===== src/rtl/systolic_array_host.sv =====
// systolic_array_host
//
// Host-side sequencer for the systolic array driver. It collects one job's
// operand words from a loader, streams them to the driver over valid/ready,
// waits for the driver to finish computing, pulses flush, then captures the
// result words that come back over valid/yumi into a readable result buffer.
//
// Ports
//   clk_i, reset_ni            clock, synchronous active-low reset
//   start_i                    begin job (IDLE_S) / acknowledge results (DONE_S)
//   ld_valid_i, ld_data_i      operand load strobe and word
//   ld_ready_o                 operand buffer accepting words
//   valid_o, data_o, ready_i   operand stream to the driver
//   flush_o                    one-cycle flush request to the driver
//   res_valid_i, res_data_i    result stream from the driver
//   yumi_o                     result word consumed this cycle
//   rd_addr_i, rd_data_o       combinational read port of the result buffer
//   done_o, busy_o             job status
//
// Optional feature (macro SYSTOLIC_HOST_PERF_EN)
//   perf_cycles_o              busy-cycle count of the most recent job
module systolic_array_host #(
  parameter int width_p        = 32,
  parameter int array_width_p  = 2,
  parameter int array_height_p = 2,
  parameter int steps_p        = 2
) (
  input  logic                                            clk_i,
  input  logic                                            reset_ni,
  input  logic                                            start_i,
  input  logic                                            ld_valid_i,
  input  logic [width_p-1:0]                              ld_data_i,
  output logic                                            ld_ready_o,
  output logic                                            valid_o,
  output logic [width_p-1:0]                              data_o,
  input  logic                                            ready_i,
  output logic                                            flush_o,
  input  logic                                            res_valid_i,
  input  logic [width_p-1:0]                              res_data_i,
  output logic                                            yumi_o,
  input  logic [$clog2(array_width_p*array_height_p)-1:0] rd_addr_i,
  output logic [width_p-1:0]                              rd_data_o,
  output logic                                            done_o,
`ifdef SYSTOLIC_HOST_PERF_EN
  output logic [31:0]                                     perf_cycles_o,
`endif
  output logic                                            busy_o
);

  localparam int ops_lp       = steps_p * (array_width_p + array_height_p);
  localparam int res_lp       = array_width_p * array_height_p;
  localparam int ld_cnt_w_lp  = $clog2(ops_lp + 1);
  localparam int res_cnt_w_lp = $clog2(res_lp + 1);
  localparam int op_idx_w_lp  = $clog2(ops_lp);
  localparam int res_idx_w_lp = $clog2(res_lp);

  localparam logic [ld_cnt_w_lp-1:0]  ops_full_lp = ld_cnt_w_lp'(ops_lp);
  localparam logic [ld_cnt_w_lp-1:0]  ops_last_lp = ld_cnt_w_lp'(ops_lp - 1);
  localparam logic [res_cnt_w_lp-1:0] res_full_lp = res_cnt_w_lp'(res_lp);
  localparam logic [res_cnt_w_lp-1:0] res_last_lp = res_cnt_w_lp'(res_lp - 1);

  typedef enum logic [6:0] {
    IDLE_S    = 7'b0000001,
    SEND_S    = 7'b0000010,
    WAIT_LO_S = 7'b0000100,
    WAIT_HI_S = 7'b0001000,
    FLUSH_S   = 7'b0010000,
    COLLECT_S = 7'b0100000,
    DONE_S    = 7'b1000000
  } state_e;

  state_e state_q, state_d;

  logic [ld_cnt_w_lp-1:0]  ld_cnt_q;
  logic [ld_cnt_w_lp-1:0]  send_cnt_q;
  logic [res_cnt_w_lp-1:0] res_cnt_q;

  logic [width_p-1:0] op_buf_q  [ops_lp];
  logic [width_p-1:0] res_buf_q [res_lp];

  logic op_wr;
  logic res_wr;

  // A word is accepted only while idle and the buffer has room; a result is
  // captured in the same cycle it is presented because the driver cannot stall.
  assign op_wr  = (state_q == IDLE_S) && ld_valid_i && (ld_cnt_q != ops_full_lp);
  assign res_wr = (state_q == COLLECT_S) && res_valid_i && (res_cnt_q != res_full_lp);

  // State register and the three counters. All counters saturate at their
  // terminal count so a stray strobe can never wrap them back into range.
  always_ff @(posedge clk_i) begin
    if (!reset_ni) begin
      state_q    <= IDLE_S;
      ld_cnt_q   <= '0;
      send_cnt_q <= '0;
      res_cnt_q  <= '0;
    end else begin
      state_q <= state_d;

      if (op_wr) begin
        ld_cnt_q <= ld_cnt_q + 1'b1;
      end else if ((state_q == DONE_S) && start_i) begin
        ld_cnt_q <= '0;
      end

      if (state_q == IDLE_S) begin
        send_cnt_q <= '0;
      end else if ((state_q == SEND_S) && ready_i && (send_cnt_q != ops_full_lp)) begin
        send_cnt_q <= send_cnt_q + 1'b1;
      end

      if (state_q == FLUSH_S) begin
        res_cnt_q <= '0;
      end else if (res_wr) begin
        res_cnt_q <= res_cnt_q + 1'b1;
      end
    end
  end

  // Data storage carries no reset; its contents are only meaningful once the
  // corresponding counter says they were written.
  always_ff @(posedge clk_i) begin
    if (op_wr) begin
      op_buf_q[ld_cnt_q[op_idx_w_lp-1:0]] <= ld_data_i;
    end
    if (res_wr) begin
      res_buf_q[res_cnt_q[res_idx_w_lp-1:0]] <= res_data_i;
    end
  end

  // Next-state and output decode. The WAIT_LO/WAIT_HI pair detects the
  // driver's busy period: ready drops while it computes and rises when idle.
  always_comb begin
    state_d    = state_q;
    ld_ready_o = 1'b0;
    valid_o    = 1'b0;
    flush_o    = 1'b0;
    yumi_o     = 1'b0;
    done_o     = 1'b0;
    busy_o     = 1'b0;

    unique case (state_q)
      IDLE_S: begin
        ld_ready_o = (ld_cnt_q != ops_full_lp);
        if (start_i && (ld_cnt_q == ops_full_lp)) begin
          state_d = SEND_S;
        end
      end
      SEND_S: begin
        busy_o  = 1'b1;
        valid_o = 1'b1;
        if (ready_i && (send_cnt_q == ops_last_lp)) begin
          state_d = WAIT_LO_S;
        end
      end
      WAIT_LO_S: begin
        busy_o = 1'b1;
        if (!ready_i) begin
          state_d = WAIT_HI_S;
        end
      end
      WAIT_HI_S: begin
        busy_o = 1'b1;
        if (ready_i) begin
          state_d = FLUSH_S;
        end
      end
      FLUSH_S: begin
        busy_o  = 1'b1;
        flush_o = 1'b1;
        state_d = COLLECT_S;
      end
      COLLECT_S: begin
        busy_o = 1'b1;
        yumi_o = res_valid_i;
        if (res_valid_i && (res_cnt_q == res_last_lp)) begin
          state_d = DONE_S;
        end
      end
      DONE_S: begin
        done_o = 1'b1;
        if (start_i) begin
          state_d = IDLE_S;
        end
      end
      default: begin
        state_d = IDLE_S;
      end
    endcase
  end

  assign data_o    = op_buf_q[send_cnt_q[op_idx_w_lp-1:0]];
  assign rd_data_o = res_buf_q[rd_addr_i];

`ifdef SYSTOLIC_HOST_PERF_EN
  logic [31:0] perf_q;

  // Busy-cycle counter: restarts when a job launches and freezes once the
  // job leaves the busy states, so the value stays readable in DONE_S.
  always_ff @(posedge clk_i) begin
    if (!reset_ni) begin
      perf_q <= '0;
    end else if ((state_q == IDLE_S) && (state_d == SEND_S)) begin
      perf_q <= '0;
    end else if (busy_o) begin
      perf_q <= perf_q + 32'd1;
    end
  end

  assign perf_cycles_o = perf_q;
`endif

endmodule


===== config.mk =====
export PLATFORM = sky130hd
export DESIGN_NAME = systolic_array_host
export DESIGN_NICKNAME = d
export VERILOG_FILES = /design/src/rtl/systolic_array_host.sv
export SDC_FILE = /design/constraint.sdc
export NUM_CORES = 1
export LEC_CHECK = 0
export BUFFER_PORTS_ARGS = -buffer_cell sky130_fd_sc_hd__clkbuf_2
export CORE_MARGIN = 2
export CORE_UTILIZATION = 45
export DETAILED_ROUTE_END_ITERATION = 8
export MAX_ROUTING_LAYER = met4
export PLACE_DENSITY = 0.7
export SYNTH_ARGS = -nofsm -noshare
export SYNTH_HDL_FRONTEND = slang
export SYNTH_SLANG_ARGS = --single-unit

===== constraint.sdc =====
create_clock -name clk_i -period 4.2 [get_ports clk_i]
set_clock_uncertainty 0.05 [all_clocks]
set_input_delay 0.63 -clock clk_i [delete_from_list [all_inputs] [get_ports clk_i]]
set_output_delay 0.63 -clock clk_i [all_outputs]
set_load 0.02 [all_outputs]

After elaboration in Yosys (flattened, before gate mapping)
Memory sizes are Yosys's and may differ from the RTL's. A register that Yosys moved wholly into a read port is not among the register bits.
Index checks and enable logic that the tools add are counted.
Storage, ports and cells
  logic and storage cells: 65
  memories: 2
  bits of input ports: 72
  memory bits (writable): 384
  output and inout bits: 70
  flip-flop bits (word level): 18
Operators by class
  equal/unequal tests: 19
  add/sub/neg operators: 3
  reductions and logical operators: 15
  mux-type cells: 21
  bitwise operators: 1
Memory list
  op_buf_q: words 8, bits a word 32, read ports 1, clocked after memory_dff 1, wr ports 1, RTL line 78  | logic [width_p-1:0] op_buf_q [ops_lp];
  res_buf_q: words 4, bits a word 32, read ports 1, clocked after memory_dff 0, wr ports 1, RTL line 79  | logic [width_p-1:0] res_buf_q [res_lp];
Operators with widths (number)
  7-bit case mux with 7 select lines: 1
  7-bit 2-to-1 mux: 6
  1-bit logical AND: 10
  1-bit 2-to-1 mux: 10
  4-bit by 1-bit adder with 4-bit output, second input constant: 2
  4-bit 2-to-1 mux: 2
  4-bit inequality test, second input constant: 2
  7-bit by 1-bit equality test with 1-bit output, second input constant: 1
  7-bit by 2-bit equality test with 1-bit output, second input constant: 1
  7-bit by 3-bit equality test with 1-bit output, second input constant: 1
  7-bit by 4-bit equality test with 1-bit output, second input constant: 1
  7-bit by 5-bit equality test with 1-bit output, second input constant: 1
  7-bit by 6-bit equality test with 1-bit output, second input constant: 1
  7-bit equality test, second input constant: 1
  3-bit 2-to-1 mux: 2
  2-bit by 1-bit inequality test with 1-bit output, second input constant: 3
  2-bit inequality test, second input constant: 3
  6-bit AND reduction: 1
  5-bit OR reduction: 1
  4-bit by 3-bit equality test with 1-bit output, second input constant: 1
  4-bit equality test, second input constant: 1
  2-bit OR reduction: 2
  3-bit by 1-bit adder with 3-bit output, second input constant: 1
  3-bit by 2-bit equality test with 1-bit output, second input constant: 1
  3 further kinds: 3

Depth between registers and ports, before layout
Gate-level depths: netlist of the first run.
  word-level depth: 5
  depth in mapped cells: 8
  gate-level depth less buffers: 8

Worst setup path before layout of the first run
Ideal clock, no wire load.
  path type: reg2reg
  start: reg state_q[3]
  end: mem op_buf_q[0][0], enable pin
  arrival time: 3.932 ns
  path buffers: 1
  setup time: 0.461 ns
  data required time: 3.689 ns
  slack: -0.243 ns
  period minus slack after synthesis: 4.443 ns
  cell stages (with the launch flop): 7
  cell sequence: dfxtp_1 > buf_6 > or4_4 > or3_4 > nor3b_4 > nand2_1 > nor3_1
Between the ends
  cells in the longest elaborated chain, start to end: 5
RTL lines
  start, declared: RTL line 72  | state_e state_q, state_d;
  start signal, assigned: RTL line 98  | state_q <= state_d;
  7-bit by 1-bit equality test with 1-bit output: RTL line 86  | assign op_wr = (state_q == IDLE_S) && ld_valid_i && (ld_cnt_q != ops_full_lp);
  1-bit logical AND (2 in series): RTL line 86
  1-bit 2-to-1 mux: RTL line 123  | if (op_wr) begin
  1-bit 2-to-1 mux (not written as such): RTL line 124  | op_buf_q[ld_cnt_q[op_idx_w_lp-1:0]] <= ld_data_i;
  end, declared: RTL line 78
No other way between the ends.

==> results of run 1 <==
## worst max-delay path by stage
stage | endpoint | slack, ns
global placement | op_buf_q[7][10] | 1.15
global route | data_o[31] | 0.67
CTS | data_o[31] | 0.76
floorplan | op_buf_q[2][0] | 0.61
detailed placement | op_buf_q[7][6] | 1.10
finish | data_o[31] | 0.86
## state kept, by name (all words and copies together) (netlist names), named ones only
name / flops
res_cnt_q: 3
send_cnt_q: 4
ld_cnt_q: 4
state_q: 7
res_buf_q: 128
op_buf_q: 256
## report_power, final
part / switching (mW) / internal, mW / total (mW)
Clock: 1.41 / 2.08 / 3.48
Sequential: 0.0663 / 4.67 / 4.73
Combinational: 0.551 / 0.336 / 0.887
Total: 2.03 / 7.08 / 9.11
## through the flow
stage	hold slack, ns	area (um2)	utilization
3_5_place_dp	0.449	16700	0.498
5_1_grt	0.248	18000	0.537
6_report	0.279	18000	0.537
4_1_cts	0.245	18000	0.537
3_3_place_gp	0.441	16700	0.498
2_1_floorplan	0.417	15400	-
## metal layers
| metal | up-vias | wire length (um) | GRT usage |
|---|---|---|---|
| met5 | - | 0 | - |
| met4 | 0 | 414 | 0.0439 |
| met3 | 35 | 1320 | 0.0352 |
| met2 | 157 | 14100 | 0.267 |
| met1 | 3675 | 12200 | 0.215 |
| li1 | 3197 | - | - |
## kinds of logic (layout without fill, tap and decap cells)
kind of cell	after synthesis	after routing	synth area share
flops	405	405	0.777
simple gates	78	78	0.0277
buf+inv	38	237	0.00976
fa+ha+maj	9	9	0.00732
xor+xnor	8	8	0.00456
mux	133	133	0.167
compound gates	13	13	0.00610
other cells	0	3	0
## layout by cell type, fill, tap and decap left out, drive strengths merged, types with 4 or more instances in the layout
master  count
nor3        4
inv         9
clkbuf    194
nor2       22
mux2i       5
xnor2       5
edfxtp    384
nor2b       4
clkinv     11
and3        4
dfxtp      21
ha          9
buf        16
and2        4
a21boi      4
mux4       96
nand2      18
mux2       32
bufinv      4
## area by class of cell
type | instances | area, um2
tap | 448 | 561
fill | 2565 | 15600
multi-input combinational | 241 | 3340
clock buffer | 53 | 1090
clock inverter | 18 | 198
timing repair buffer | 157 | 851
inverter | 9 | 33.8
antenna | 3 | 7.51
sequential | 405 | 12000
==> flow_summary_export.csv, run 1 <==
group,metric,value,unit
synthesis,netlist_area,15400,um2
global_route,grt_pass1_vias,7487,
place,dpl_worst_slack,1.10,ns
setup_path,path_cells,"buf_12 -> mux4_2 -> mux2_2 -> clkbuf_2",
power_and_ir_drop,ir_drop,240,uV
power_and_ir_drop,p_leak,5.89,nW
clocking,post_cts_resized,0,
floorplanning,core-area,33600,um2
clocking,numCtsBuffers,41,
timing,rsz0062_at_grt,"no",
drt,via_per_inst,5.30,
synthesis,syn-num-nets,765,
clocking,htreeDepth,2,
timing,fin_ws,0.857,ns
place,dpl.hpwl,16200,um
drt,wl,28100,um
synthesis,synthArstFlopShare,0,
floorplanning,start_util,0.457,
timing,fmax,0.299,GHz
synthesis,synth_warnings,0,
setup_path,rr_startpoint,"state_q[3]",
timing,setup-violations-final,0,
floorplanning,die_area,35700,um2
layout,nets,936,
timing,tightest_slew,1.01,ns
timing,final_hold_viol_count,0,
run_status,outcome,"finished clean",
layout,drive_above_1_share,0.399,
worst_hold_path,hold_class,"in2reg",
global_route,grt_pass1_wl,43200,um
timing,fin_crit,3.34,ns
setup_path,startpoint_type,"register",
global_route,grt_max_degree,42,
setup_path,cp.required,3.52,ns
timing,fin_crit_sh,0.796,
clocking,clock-sinks,405,
setup_path,path_class,"reg2out",
floorplanning,io_pins,142,
worst_hold_path,whs_path_depth,1,
place,gp_congestion,0.736,
global_route,grtUsageTotal,0.165,
global_route,antenna_found_initial,3,
synthesis,yosysSeqAreaShare,0.777,
synthesis,synth-seq-cells,405,
setup_path,r2r_end,"op_buf_q[7][16]",
synthesis,synth_top_area_frac,0.750,
clocking,hold_buffers,0,
setup_path,crit_arrival,2.66,ns
drt,drtIter0Drc,550,
place,io_buffers,141,
worst_hold_path,hp-start,"res_data_i[2]",
clocking,root_buffer,"clkbuf_16",
clocking,clk_pin_slew,0.06,ns
worst_hold_path,hold_path_end,"res_buf_q[3][2]",
drt,wl_per_cell,21.0,um
timing,drv_slew,0,
setup_path,critPathTopFamily,"multiplexers",
drt,ant_nets,0,
floorplanning,dieWidth,189,um
setup_path,cp-end-kind,"output port",
floorplanning,die_y,189,um
clocking,cts_setup_buffers,0,
setup_path,r2r_cells,6,
timing,setup_tns,0,ns
clocking,cts_tree,"built",
layout,area_growth,17.3,%
synthesis,yosys-top-cells-area,"edfxtp_1 (75%), mux4_2 (14%), dfxtp_1 (2.7%)",
layout,final_cells,1334,
synthesis,post-synth-top-count-cell,"edfxtp_1",
setup_path,critPathMaxStageDelay,0.68,ns
place,placedCellCount,1260,
synthesis,syn_avg_cell_area,22.5,um2
synthesis,synthCells,684,
power_and_ir_drop,power,9.11,mW
run,max_cap_violations,0,
clocking,clk-insertion-delay-late,0.52,ns
synthesis,ys_top_cells_by_count,"edfxtp_1 (384), mux4_2 (96), mux2_2 (32)",
drt,firstDrtPassIters,6,
clocking,cts_buffer_depth,3,
synthesis,synth_cell_types,42,
synthesis,synth.largest_area_cell,"edfxtp_1",
synthesis,synth_edf_count,384,
setup_path,slowest_stage,"dfxtp_4",
timing,maxSlewHeadroom,0.328,
global_route,gr-total-overflow,0,
setup_path,path_max_fanout,41,
floorplanning,rows,67,
setup_path,worst-path-stages,4,
drt,num_vias,7064,
power_and_ir_drop,power_density,505,nW/um2
setup_path,r2r_setup_slack,1.15,ns
setup_path,crit_buf_inv,2,
synthesis,ys.flop_type,"edfxtp_1",
drt,route.detailed.drc,0,
(Power assumes the default switching activity.)
==> run 2, diff against run 1 <==
PLACE_DENSITY = 0.67   (was 0.7)
clock period = 3.08 ns   (was 4.2 ns; I/O delays follow)
==> run 2 against run 1 <==
Wire length decreased by 0.74%. Worst hold slack got worse by 0.16 ns. First-iteration DRC count down 13%. Clock power increased by 28%. Combinational power increased by 41%.
==> flow_summary_export.csv, run 2 (synthesis gave the netlist of run 1 again) <==
group,metric,value,unit
clocking,cts_setup_buffers,0,
timing,fin_crit_sh,0.954,
floorplanning,rows,67,
place,placedCellCount,1268,
global_route,grt_max_degree,65,
drt,wl_per_cell,20.8,um
global_route,grtUsageTotal,0.165,
setup_path,path_cells,"or4_1 -> nor4b_2 -> or4_1 -> clkbuf_2",
clocking,htreeDepth,2,
global_route,gr-total-overflow,0,
place,place_area,17000,um2
layout,largest_reg_flops,256,
place,io_buffers,141,
layout,drive_above_1_share,0.402,
drt,num_vias,7131,
floorplanning,die_y,189,um
setup_path,critPathTopFamily,"simple AND/OR/NAND/NOR gates",
place,dpl_worst_slack,0.285,ns
setup_path,cp_common_cell,"or4_1",
layout,area_growth,18.3,%
drt,firstDrtPassIters,8,
layout,final_cells,1340,
place,gp_congestion,0.760,
clocking,root_buffer,"clkbuf_16",
layout,final_common_cell,"edfxtp_1",
floorplanning,dieWidth,189,um
timing,setup-violations-final,0,
power_and_ir_drop,p_leak,5.95,nW
global_route,antenna_found_initial,1,
power_and_ir_drop,power_density,669,nW/um2
global_route,grt_pass1_vias,7533,
setup_path,path_max_fanout,7,
drt,route.detailed.drc,0,
run,max_cap_violations,0,
run_status,outcome,"finished clean",
timing,final_hold_viol_count,0,
drt,wl,27900,um
clocking,clock-sinks,405,
place,dpl.hpwl,16700,um
clocking,hold_buffers,0,
timing,drv_slew,0,
drt,ant_nets,0,
setup_path,cp.required,2.57,ns
setup_path,startpoint_type,"register",
setup_path,crit_arrival,2.43,ns
setup_path,slowest_stage,"or4_1",
timing,rsz0062_at_grt,"no",
setup_path,crit_buf_inv,1,
floorplanning,io_pins,142,
clocking,cts_tree,"built",
global_route,grt_pass1_wl,43400,um
layout,layout_common_cells,"edfxtp_1 (384), clkbuf_2 (141), mux4_2 (96)",
layout,fill_cells,2558,
clocking,numCtsBuffers,40,
power_and_ir_drop,power,12.2,mW
setup_path,path_class,"reg2out",
drt,via_per_inst,5.32,
timing,fin_crit,2.94,ns
clocking,post_cts_resized,0,
clocking,cts_buffer_depth,3,
setup_path,critPathMaxStageDelay,0.63,ns
drt,drtIter0Drc,477,
clocking,clk-insertion-delay-late,0.52,ns
floorplanning,die_area,35700,um2
floorplanning,start_util,0.457,
worst_hold_path,hold_class,"in2reg",
timing,maxSlewHeadroom,0.634,
timing,fin_ws,0.142,ns
floorplanning,core-area,33600,um2
setup_path,cp-end-kind,"output port",
layout,fin_area,18200,um2
layout,nets,943,
timing,tightest_slew,0.544,ns
clocking,clk_pin_slew,0.06,ns
timing,fmax,0.340,GHz
power_and_ir_drop,ir_drop,352,uV
-- run 2: report_power, final --
part | leakage, nW | switching (mW) | internal (mW)
Sequential | 3.65 | 0.0889 | 6.36
Clock | 0.582 | 1.90 | 2.57
Combinational | 1.72 | 0.754 | 0.496
Total | 5.95 | 2.74 | 9.43
-- run 2: worst paths after layout --
| path | start | end | slack [ns] | cells past startpoint |
|---|---|---|---|---|
| setup / recovery | state_q[4] | busy_o | 0.14 | 4 |
| hold / removal | res_data_i[3] | res_buf_q[1][3] | 0.12 | 1 |
| setup reg to reg | state_q[3] | op_buf_q[6][24] | 0.29 | 6 |
| hold reg to reg | ld_cnt_q[3] | ld_cnt_q[3] | 0.45 | 2 |
-- run 2: metrics by stage --
step,util,hold slack [ns],TNS (ns)
4_1_cts,0.541,0.0947,0
2_1_floorplan,-,0.417,-104.00
6_report,0.541,0.119,0
5_1_grt,0.541,0.110,0
3_5_place_dp,0.506,0.443,0
3_3_place_gp,0.506,0.436,0
-- run 2: metal layers --
metal  vias to the layer above  GRT usage  part of all wire
met2                       198      0.264              0.50
met1                      3687      0.219              0.43
li1                       3202          -                 -
met3                        44     0.0302             0.053
met5                         -          -                 0
met4                         0     0.0469             0.021
-- run 2: cell type report --
class | count | area (um2) | share of cell area
repair buffers | 165 | 1100 | 0.0604
diodes | 1 | 2.50 | 0.000138
multi-input cells | 241 | 3340 | 0.184
clock buffers | 53 | 1050 | 0.0577
inverters | 9 | 33.8 | 0.00186
flip-flops and latches | 405 | 12000 | 0.657
well taps | 448 | 561 | 0.0308
clock inverters | 18 | 151 | 0.00832
==> run 3, diff against run 2 <==
ABC_AREA = 1   (was default)
==> run 3 against run 2 <==
Sequential power fell by 2%. Core utilization fell by 1.3 points. Largest power group unchanged. Critical endpoint is now data_o[21]. Largest cell class unchanged. Maximum frequency rose by 4.4%.
==> flow_summary_export.csv, run 3 <==
group,metric,value,unit
layout,nets,1457,
synthesis,yosys-top-cells-area,"edfxtp_1 (72%), nor2_1 (6.5%), o21ai_0 (4.0%)",
setup_path,cp-end-kind,"output port",
setup_path,critPathMaxStageDelay,0.35,ns
clocking,post_cts_resized,0,
clocking,hold_buffers,0,
layout,layout_common_cells,"edfxtp_1 (384), nor2_1 (275), clkbuf_2 (141)",
synthesis,ys.flop_type,"edfxtp_1",
drt,route.detailed.drc,0,
clocking,clk-insertion-delay-late,0.55,ns
setup_path,cp_common_cell,"nand2_1",
setup_path,path_class,"reg2out",
layout,drive_above_1_share,0.192,
synthesis,synth_edf_count,384,
setup_path,rr_startpoint,"ld_cnt_q[1]",
run_status,outcome,"finished clean",
timing,fin_crit_sh,0.913,
clocking,cts_setup_buffers,0,
synthesis,synthArstFlopShare,0,
timing,setup-violations-final,0,
worst_hold_path,whs_path_depth,1,
synthesis,synth_warnings,0,
layout,final_cells,1871,
drt,num_vias,10100,
drt,firstDrtPassIters,5,
floorplanning,rows,69,
global_route,grt_max_degree,129,
synthesis,post-synth-top-count-cell,"edfxtp_1",
timing,hold_slack,0.0675,ns
synthesis,synthCells,1230,
place,dpl.hpwl,19400,um
synthesis,netlist_area,16000,um2
synthesis,synth-seq-cells,405,
place,placedCellCount,1792,
global_route,grtUsageTotal,0.191,
clocking,htreeDepth,2,
clocking,clock-sinks,405,
synthesis,syn-num-nets,1311,
floorplanning,dieWidth,193,um
timing,final_hold_viol_count,0,
clocking,root_buffer,"clkbuf_16",
power_and_ir_drop,p_leak,6.56,nW
place,place_area,17300,um2
clocking,numCtsBuffers,43,
drt,via_per_inst,5.40,
clocking,cts_buffer_depth,3,
run,max_cap_violations,0,
timing,setup_tns,0,ns
synthesis,yosysSeqAreaShare,0.747,
synthesis,synth_top_area_frac,0.721,
floorplanning,io_pins,142,
floorplanning,die_y,193,um
global_route,antenna_found_initial,2,
place,io_buffers,141,
timing,fmax,0.355,GHz
layout,fin_area,18700,um2
worst_hold_path,hp-start,"res_data_i[5]",
floorplanning,start_util,0.453,
setup_path,r2r_setup_slack,0.52,ns
floorplanning,core-area,35300,um2
place,gp_congestion,0.875,
layout,area_growth,16.6,%
timing,drv_slew,0,
setup_path,startpoint_type,"register",
worst_hold_path,hold_class,"in2reg",
global_route,gr-total-overflow,0,
drt,wl_per_cell,18.2,um
layout,final_common_cell,"edfxtp_1",
timing,tightest_slew,0.726,ns
power_and_ir_drop,power_density,691,nW/um2
layout,largest_reg_flops,256,
drt,ant_nets,0,
global_route,grt_pass1_vias,10000,
worst_hold_path,hold_path_end,"res_buf_q[3][5]",
synthesis,synth_cell_types,37,
synthesis,syn_avg_cell_area,13.0,um2
timing,maxSlewHeadroom,0.513,
power_and_ir_drop,ir_drop,527,uV
setup_path,r2r_end,"op_buf_q[7][22]",
synthesis,ys_top_cells_by_count,"edfxtp_1 (384), nor2_1 (279), nand2_1 (139)",
clocking,clk_pin_slew,0.06,ns
floorplanning,die_area,37100,um2
synthesis,synth.largest_area_cell,"edfxtp_1",
setup_path,crit_arrival,2.30,ns
global_route,grt_pass1_wl,53100,um
setup_path,path_cells,"clkinv_2 -> buf_12 -> nor2_1 -> o32ai_1 -> nand2_1 -> nand2_1 -> clkbuf_2",
timing,rsz0062_at_grt,"no",
clocking,cts_tree,"built",
setup_path,r2r_cells,8,
setup_path,cp.required,2.57,ns
timing,fin_crit,2.81,ns
drt,wl,34100,um
setup_path,slowest_stage,"dfxtp_4",
setup_path,path_max_fanout,74,
drt,drtIter0Drc,688,
run 3: routing by layer:
metal	part of all wire	global-route usage
met5	0	-
met3	0.066	0.0456
met1	0.43	0.240
met2	0.48	0.305
met4	0.026	0.0678
run 3: critical path, delay by kind of cell (launching register included):
| family | cells | cell delay, ns |
|---|---|---|
| AOI/OAI and AO/OA | 1 | 0.28 |
| buffers and inverters | 3 | 0.72 |
| DFF | 1 | 0.35 |
| and+or+nand+nor | 3 | 0.33 |
run 3: where the power goes:
part	internal (mW)	switching [mW]	leakage, nW
clock	2.81	2.05	0.642
sequential	6.26	0.0814	3.63
combinational	0.508	1.17	2.28
total	9.58	3.30	6.56
run 3: layout make-up:
type | instances | area, um2
fillers | 2902 | 16600
flip-flops and latches | 405 | 12000
multi-input cells | 716 | 3610
clock buffers | 54 | 1150
repair buffers | 170 | 1020
well taps | 461 | 577
clock inverters | 23 | 180
inverters | 40 | 160
diodes | 2 | 5.00
run 3: worst max-delay path by stage:
stage	start	endpoint	slack, ns	depth (start not counted)
after floorplan	ld_cnt_q[1]	op_buf_q[0][0]	0.05	7
after global placement	ld_cnt_q[2]	op_buf_q[7][13]	0.63	7
after detailed placement	ld_cnt_q[1]	op_buf_q[7][16]	0.52	8
after CTS	register	data_o[21]	0.23	7
after global routing	register	data_o[25]	0.10	7
final	register	data_o[21]	0.27	7
run 3: metrics by stage:
stage                      util  power [mW]  setup slack (ns)
after floorplan               -        7.56            0.0467
after global placement    0.491        8.11             0.625
after detailed placement  0.491        8.15             0.516
after CTS                 0.528        13.0             0.230
after global routing      0.528        13.4             0.104
final                     0.528        12.9             0.267
run 3: kinds of logic (layout without fill, tap and decap cells):
kind of cell,Yosys count,in the layout,share of synthesized area
other,0,2,0
AO/OA/AOI/OAI,243,243,0.0945
flip-flops,405,405,0.747
XOR/XNOR,1,1,0.000548
buffers and inverters,109,287,0.0313
adder cells (fa/ha/maj),9,9,0.00704
AND/OR/NAND/NOR,463,463,0.120
